$ cat src/rtl/pooling_forward_max.sv
// pooling_forward_max: streams one k_size-element window of IEEE-754 singles,
// tracks the running maximum and its index, and presents the result to the
// backward pooling stage with a valid/ready handshake.
// Optional feature macro: POOL_FWD_VECT_OUT_EN (adds data_vect_out, the captured window).
module pooling_forward_max #(
  parameter int unsigned k_w    = 3,
  parameter int unsigned k_h    = 3,
  parameter int unsigned k_size = k_w * k_h
) (
  input  logic        clk,
  input  logic        reset_n,
  input  logic        in_valid,
  input  logic [31:0] in_data,
  output logic        in_ready,
  output logic        out_valid,
  input  logic        out_ready,
  output logic [31:0] max_flt_out,
  output logic [7:0]  max_flt_idx
`ifdef POOL_FWD_VECT_OUT_EN
  ,
  output logic [k_size-1:0][31:0] data_vect_out
`endif
);

  localparam int unsigned DATA_W   = 32;
  localparam int unsigned IDX_W    = 8;
  localparam int unsigned LAST_IDX = k_size - 1;

  typedef enum logic {
    ACCUM = 1'b0,
    HOLD  = 1'b1
  } state_e;

  state_e              state_q, state_d;
  logic [IDX_W-1:0]    cnt_q, cnt_d;
  logic [DATA_W-1:0]   max_q, max_d;
  logic [IDX_W-1:0]    idx_q, idx_d;
`ifdef POOL_FWD_VECT_OUT_EN
  logic [k_size-1:0][DATA_W-1:0] vect_q, vect_d;
`endif

  // NaN: all-ones exponent with a non-zero mantissa
  function automatic logic is_nan(input logic [DATA_W-1:0] x);
    return (x[30:23] == 8'hFF) && (x[22:0] != 23'd0);
  endfunction

  // True when candidate a strictly exceeds running max b (bit-pattern compare)
  function automatic logic flt_gt(input logic [DATA_W-1:0] a, input logic [DATA_W-1:0] b);
    logic res;
    res = 1'b0;
    if (is_nan(a)) begin
      res = 1'b0;
    end else if (is_nan(b)) begin
      res = 1'b1;
    end else if ((a[30:0] == 31'd0) && (b[30:0] == 31'd0)) begin
      res = 1'b0;
    end else if (a[31] != b[31]) begin
      res = !a[31];
    end else if (!a[31]) begin
      res = a[30:0] > b[30:0];
    end else begin
      res = a[30:0] < b[30:0];
    end
    return res;
  endfunction

  // Next-state: accumulate window elements, then hold the result until taken
  always_comb begin
    state_d = state_q;
    cnt_d   = cnt_q;
    max_d   = max_q;
    idx_d   = idx_q;
`ifdef POOL_FWD_VECT_OUT_EN
    vect_d  = vect_q;
`endif
    case (state_q)
      ACCUM: begin
        if (in_valid) begin
          if ((cnt_q == IDX_W'(0)) || flt_gt(in_data, max_q)) begin
            max_d = in_data;
            idx_d = cnt_q;
          end
`ifdef POOL_FWD_VECT_OUT_EN
          for (int i = 0; i < int'(k_size); i++) begin
            if (cnt_q == IDX_W'(i)) vect_d[i] = in_data;
          end
`endif
          if (cnt_q == IDX_W'(LAST_IDX)) begin
            cnt_d   = IDX_W'(0);
            state_d = HOLD;
          end else begin
            cnt_d = cnt_q + IDX_W'(1);
          end
        end
      end
      HOLD: begin
        if (out_ready) state_d = ACCUM;
      end
    endcase
  end

  // State and datapath registers with synchronous active-low reset
  always_ff @(posedge clk) begin
    if (!reset_n) begin
      state_q <= ACCUM;
      cnt_q   <= '0;
      max_q   <= '0;
      idx_q   <= '0;
`ifdef POOL_FWD_VECT_OUT_EN
      vect_q  <= '0;
`endif
    end else begin
      state_q <= state_d;
      cnt_q   <= cnt_d;
      max_q   <= max_d;
      idx_q   <= idx_d;
`ifdef POOL_FWD_VECT_OUT_EN
      vect_q  <= vect_d;
`endif
    end
  end

  assign in_ready    = (state_q == ACCUM);
  assign out_valid   = (state_q == HOLD);
  assign max_flt_out = max_q;
  assign max_flt_idx = idx_q;
`ifdef POOL_FWD_VECT_OUT_EN
  assign data_vect_out = vect_q;
`endif

endmodule

$ cat config.mk
export PLATFORM = sky130hd
export DESIGN_NAME = pooling_forward_max
export DESIGN_NICKNAME = d
export VERILOG_FILES = /design/src/rtl/pooling_forward_max.sv
export SDC_FILE = /design/constraint.sdc
export NUM_CORES = 1
export LEC_CHECK = 0
export ABC_AREA = 1
export CAP_MARGIN = 10
export CORE_MARGIN = 2
export CORE_UTILIZATION = 55
export DETAILED_ROUTE_END_ITERATION = 7
export PLACE_DENSITY_LB_ADDON = 0.15
export SLEW_MARGIN = 20
export SYNTH_ARGS = -nofsm -noshare
export SYNTH_HDL_FRONTEND = slang
export SYNTH_SLANG_ARGS = --single-unit
$ cat constraint.sdc
create_clock -name clk -period 3.1 [get_ports clk]
set_input_delay 0.31 -clock clk [delete_from_list [all_inputs] [get_ports clk]]
set_output_delay 0.31 -clock clk [all_outputs]
set_load 0.02 [all_outputs]
; After elaboration in Yosys (flattened, before gate mapping)
; Index checks and enable logic that the tools add are counted.
[classes]
reduce_logical = 12
add_sub_neg = 1
magnitude_cmp = 2
bitwise_logic = 1
eq_ne = 4
n_mux = 12
[op_table]
columns = operator, count
row1 = 31-bit logical NOT, 2
row2 = 23-bit nonzero test, 2
row3 = 31-bit > comparator, 1
row4 = 31-bit less-than comparator, 1
row5 = 8-bit equality test (second input constant), 2
row6 = 1-bit two-way mux, 10
row7 = 8-bit by 1-bit adder with 8-bit output (second input constant), 1
row8 = 8-bit by 4-bit equality test with 1-bit output (second input constant), 1
row9 = 8-bit logical NOT, 1
row10 = 8-bit two-way mux, 1
row11 = 1-bit logical AND, 3
row12 = 3-bit AND reduction, 1
row13 = 1-bit case mux with 2 select lines, 1
row14 = 2-bit AND reduction, 1
row15 = 1-bit logical NOT, 1
row16 = 1-bit logical OR, 1
row17 = 1-bit inequality test, 1
row18 = 1-bit inverter, 1
[word_totals]
input_bits = 36
regBits = 49
out_inout_bits = 42
wordCells = 36

; Logic depth before layout (Yosys ltp)
[logic_depth]
depth_word = 10
mapped_depth = 21
ltp_nobuf = 20

; Worst setup path before layout
; Ideal clock, no wire load.
[synth_timing]
kind = reg-to-reg
startpoint = register max_q[30] (netlist: max_flt_out[30])
endpoint = register idx_q[2] (netlist: max_flt_idx[2])
setup_time_ns = 0.115
setup_slack_ns = 0.920
stages_incl_launch_ff = 17
synth_period_minus_slack_ns = 2.180
n_path_buf = 1
t_arrival_ns = 2.065
cell_sequence = dfxtp_1 inv_1 ha_1 a21o_2 nor2_1 nand3_1 nor2_1 nand2_1 a21oi_1 nand2_1 nand2_1 nand2_2 nand2_4 clkbuf_8 nand3_1 nand2_1 nor2_1
[synth_between]
elab_chain_len = 10
[synth_lines]
columns = element, line_no
row1 = "start, declared", 36  ; logic [DATA_W-1:0] max_q, max_d;
row2 = "start signal, assigned", 115  ; max_q <= max_d;
row3 = 31-bit > comparator / 31-bit less-than comparator (equally long branches), "60, 62"
row4 = 1-bit two-way mux, 59  ; end else if (!a[31]) begin
row5 = 1-bit two-way mux, 57  ; end else if (a[31] != b[31]) begin
row6 = 1-bit two-way mux, 55  ; end else if ((a[30:0] == 31'd0) && (b[30:0] == 31'd0)) begin
row7 = 1-bit two-way mux *, 53  ; end else if (is_nan(b)) begin
row8 = 1-bit two-way mux *, 51  ; if (is_nan(a)) begin
row9 = 1-bit two-way mux *, 78  ; if (in_valid) begin
row10 = 1-bit two-way mux *, 76  ; case (state_q)
row11 = 1-bit logical OR *, 79  ; if ((cnt_q == IDX_W'(0)) || flt_gt(in_data, max_q)) begin
row12 = 3-bit AND reduction (no line) *, n/a
row13 = "end signal, assigned", 116  ; idx_q <= idx_d;
row14 = "end, declared", 37  ; logic [IDX_W-1:0] idx_q, idx_d;
; Mark *: on every way between the ends. The rest lies on a longest branch, timed or not. The select of a mux whose other input is x is not followed.
; A chain may end at the register's enable or synchronous reset.

; Worst setup path in the final report
[layout_timing]
startpoint = input port in_data[13]
endpoint = register max_q[13] (netlist: max_flt_out[13])
[layout_between]
elab_chain_len = 10
[layout_lines]
columns = element, line_no
row1 = "start, declared", 13  ; input logic [31:0] in_data,
row2 = 31-bit > comparator / 31-bit less-than comparator (equally long branches), "60, 62"
row3 = 1-bit two-way mux, 59
row4 = 1-bit two-way mux, 57
row5 = 1-bit two-way mux, 55
row6 = 1-bit two-way mux, 53
row7 = 1-bit two-way mux, 51
row8 = 1-bit two-way mux, 78
row9 = 1-bit two-way mux, 76
row10 = 1-bit logical OR, 79
row11 = 3-bit AND reduction (no line), n/a
; Several ways; a longest one is shown, not always the timed one. The select of a mux whose other input is x is not followed.

==> out/results.txt <==
Hold buffers post-CTS -> 0
YS warnings -> 0
Area leader, netlist -> dfxtp_1
Overall Global Routing Usage -> 24.6%
Core area -> 5920 µm²
Latest clock arrival within the worst-skew pair -> 300 ps
Vias in the first global route -> 3209
Syn Inst Count -> 521
Most frequent cell after synthesis -> nand2_1
Commonest cells post-synth -> nand2_1 (104), inv_1 (92), nor2_1 (76), a21oi_1 (53), dfxtp_1 (49)
Die W -> 82.5 µm
Pre-Repair DR Iteration Count -> 4
Post-synth ARST share -> 0%
Clock-pin slew on the worst setup and hold paths -> 100 ps
Setup TNS after final layout -> 0 ps
Post-CTS Setup Repair Bufs -> 0
Final ANT Viol Nets -> 0
Cts repair resizes -> 0
Diodes inserted -> 0
Final Critical Period -> 2350 ps
DIE AREA -> 6800 µm²
Crit. End Element -> flip-flop
Number of buffers created by CTS -> 5
Skew final -> 10.9 ps
Post-synth EDFFs -> 0
Routed WL per cell -> 12.0 µm
Crit path from -> in_data[13]
CP dominant cell by count -> nand2_1
Max-slew violation count -> 0
Largest net degree at the start of global routing -> 45
Floorplan row count -> 28
Final WL -> 8.01 mm
Worst Setup Path Type -> input port to flip-flop
Pwr Total -> 0.00184 W
Synth area leaders -> dfxtp_1 (29%), ha_1 (12%), nand2_1 (12%), inv_1 (10%), nor2_1 (8.4%)
Vias/cell -> 5.18
Via count -> 3446
I/O pin cnt -> 78
Max cap viols -> 0
Syn_nets -> 590
Critical Path Max Stage Delay -> 440 ps
Peak supply drop -> 0.000316 V
Nets -> 658
Power Density -> 437 nW/µm²
Hold Vio Cnt, Final -> 0
Unrepaired setup endpoints after global routing -> no
Port Buf Inserts -> 77
Area Growth Syn to Fin -> 24.6%
Post-route DRC -> 0
Routability cong. -> 0.925
DP Cell Count -> 657
Crit path max fanout -> 44
Yosys cell types -> 28
CTS tree -> done
Cell chain of the critical path -> clkdlybuf4s50_1, ha_1, nand2_1, nor2_2, nand3_1, nor2_2, nand2_1, nand2_1, nand2_1, nand2_1, nand2_1, nand2_1, nand2_1, nand2_1, nand2_2, nand2_4, buf_12, nand3_1, nand2_1, nor2_1
CP max stage cell -> clkdlybuf4s50_1
Sink Count -> 49
Element type at the critical path start -> input port
P_leak -> 2.00 nW
Cell Area, Synth -> 3390 µm²
First-pass GRT wire length -> 13.4 mm
H-Tree Depth -> 2
Initial Utilization -> 57.2%
Initial antenna violation count -> 0
Tcrit/Tclk final -> 75.9%
Normalized max-slew margin -> 51.6%
Worst reg2reg startpoint -> max_flt_out[13]
Iter 0 DRT Violations -> 230
Synth top area share -> 29.0%
Crit path DAT -> 2560 ps
Seq cells post-synth -> 49
Detailed placement HPWL -> 6.10 mm
Clock buffer depth -> 2
Sequential element share of the synthesized area -> 29.0%
Die Ht -> 82.5 µm
Hold Crit Class -> flip-flop to flip-flop
WP data required -> 3310 ps
Setup Viol. Count Final -> 0
GRT Residual Overflow -> 0
Fmax -> 425 MHz
Slew @ Worst Pin -> 724 ps
Syn_area_per_cell -> 6.50 µm²
Main synth FF type -> dfxtp_1
Outcome -> finished, final reports clean
Clock root buffer master -> clkbuf_8
Post-Layout Cell Count -> 665
Layout cells sized above 1 -> 3.73%
Hold path start -> max_flt_idx[1]
## state kept, by name (all words and copies together), names as in the netlist
signal / count
out_valid: 1
max_flt_idx: 8
cnt_q: 8
max_flt_out: 32
## placed cells by master (no fill, tap or decap)
cell               n
clkinv_2           1
nand2_2            1
clkdlybuf4s50_1   77
nor2_2             3
a211oi_1           1
dfxtp_1           49
a21oi_1           53
xor2_1             1
nand2_1          104
inv_1             92
a21o_1             1
nand4_1           15
clkinvlp_4         1
clkbuf_8           5
a21o_2             1
nor4_1             4
nor3_1            11
buf_4              3
inv_6              1
nand4_2            1
buf_12             2
or2_2              1
inv_2              1
nor3b_1            1
ha_1              33
o21bai_1           1
nand3_1           47
o21ai_0            2
nor2_1            76
nand2_4            1
## stage by stage
stage                     util (%)  setup WS, ps  hold slack [ps]  area [µm²]
final                         71.3           748              491        4220
after floorplan                  -           920              447        3390
after detailed placement      69.8           431              473        4130
after global placement        69.8           487              458        4130
after global routing          71.3           466              517        4220
after CTS                     71.3           756              498        4220
## power breakdown
part	leakage (nW)	switching, W	internal (W)
Combinational	1.55	0.000394	0.000315
Clock	0.0445	0.000225	0.000161
Sequential	0.405	0.0000589	0.000692
## area by class of cell
class / instances / area (µm²)
multi-input cells: 358 / 1880
fillers: 503 / 1700
flip-flops and latches: 49 / 981
repair buffers: 82 / 833
inverters: 93 / 349
well taps: 75 / 93.8
clock buffers: 5 / 68.8
clock inverters: 3 / 21.3
## critical path: cells and delay by family
kind                     cells  cell delay, ps
buffers and inverters        2             650
adder cells (fa/ha/maj)      1             290
AND/OR/NAND/NOR             17            1290
## kinds of logic after synthesis
logic type / count (synthesis) / synth area share, %
AND/OR/NAND/NOR: 265 / 33.9
buffers and inverters: 114 / 15.7
AO/OA/AOI/OAI: 59 / 9.05
flip-flops: 49 / 29.0
adder cells (fa/ha/maj): 33 / 12.2
XOR/XNOR: 1 / 0.259
## path summary, 6_finish.rpt
check | endpoint | slack [ps] | cells after the start
setup / recovery | max_flt_out[13] | 750 | 20
hold / removal | max_flt_idx[1] | 490 | 2
setup reg to reg | max_flt_out[13] | 760 | 20
hold reg to reg | max_flt_idx[1] | 490 | 2
## routing by layer
metal | routed length [µm] | track usage, % | vias up
li1 | - | - | 1792
met1 | 3580 | 31.0 | 1548
met2 | 3880 | 43.9 | 95
met3 | 444 | 3.48 | 11
met4 | 104 | 6.39 | 0
met5 | 0 | 0 | -
No activity file was read; power rests on OpenSTA's default activity.
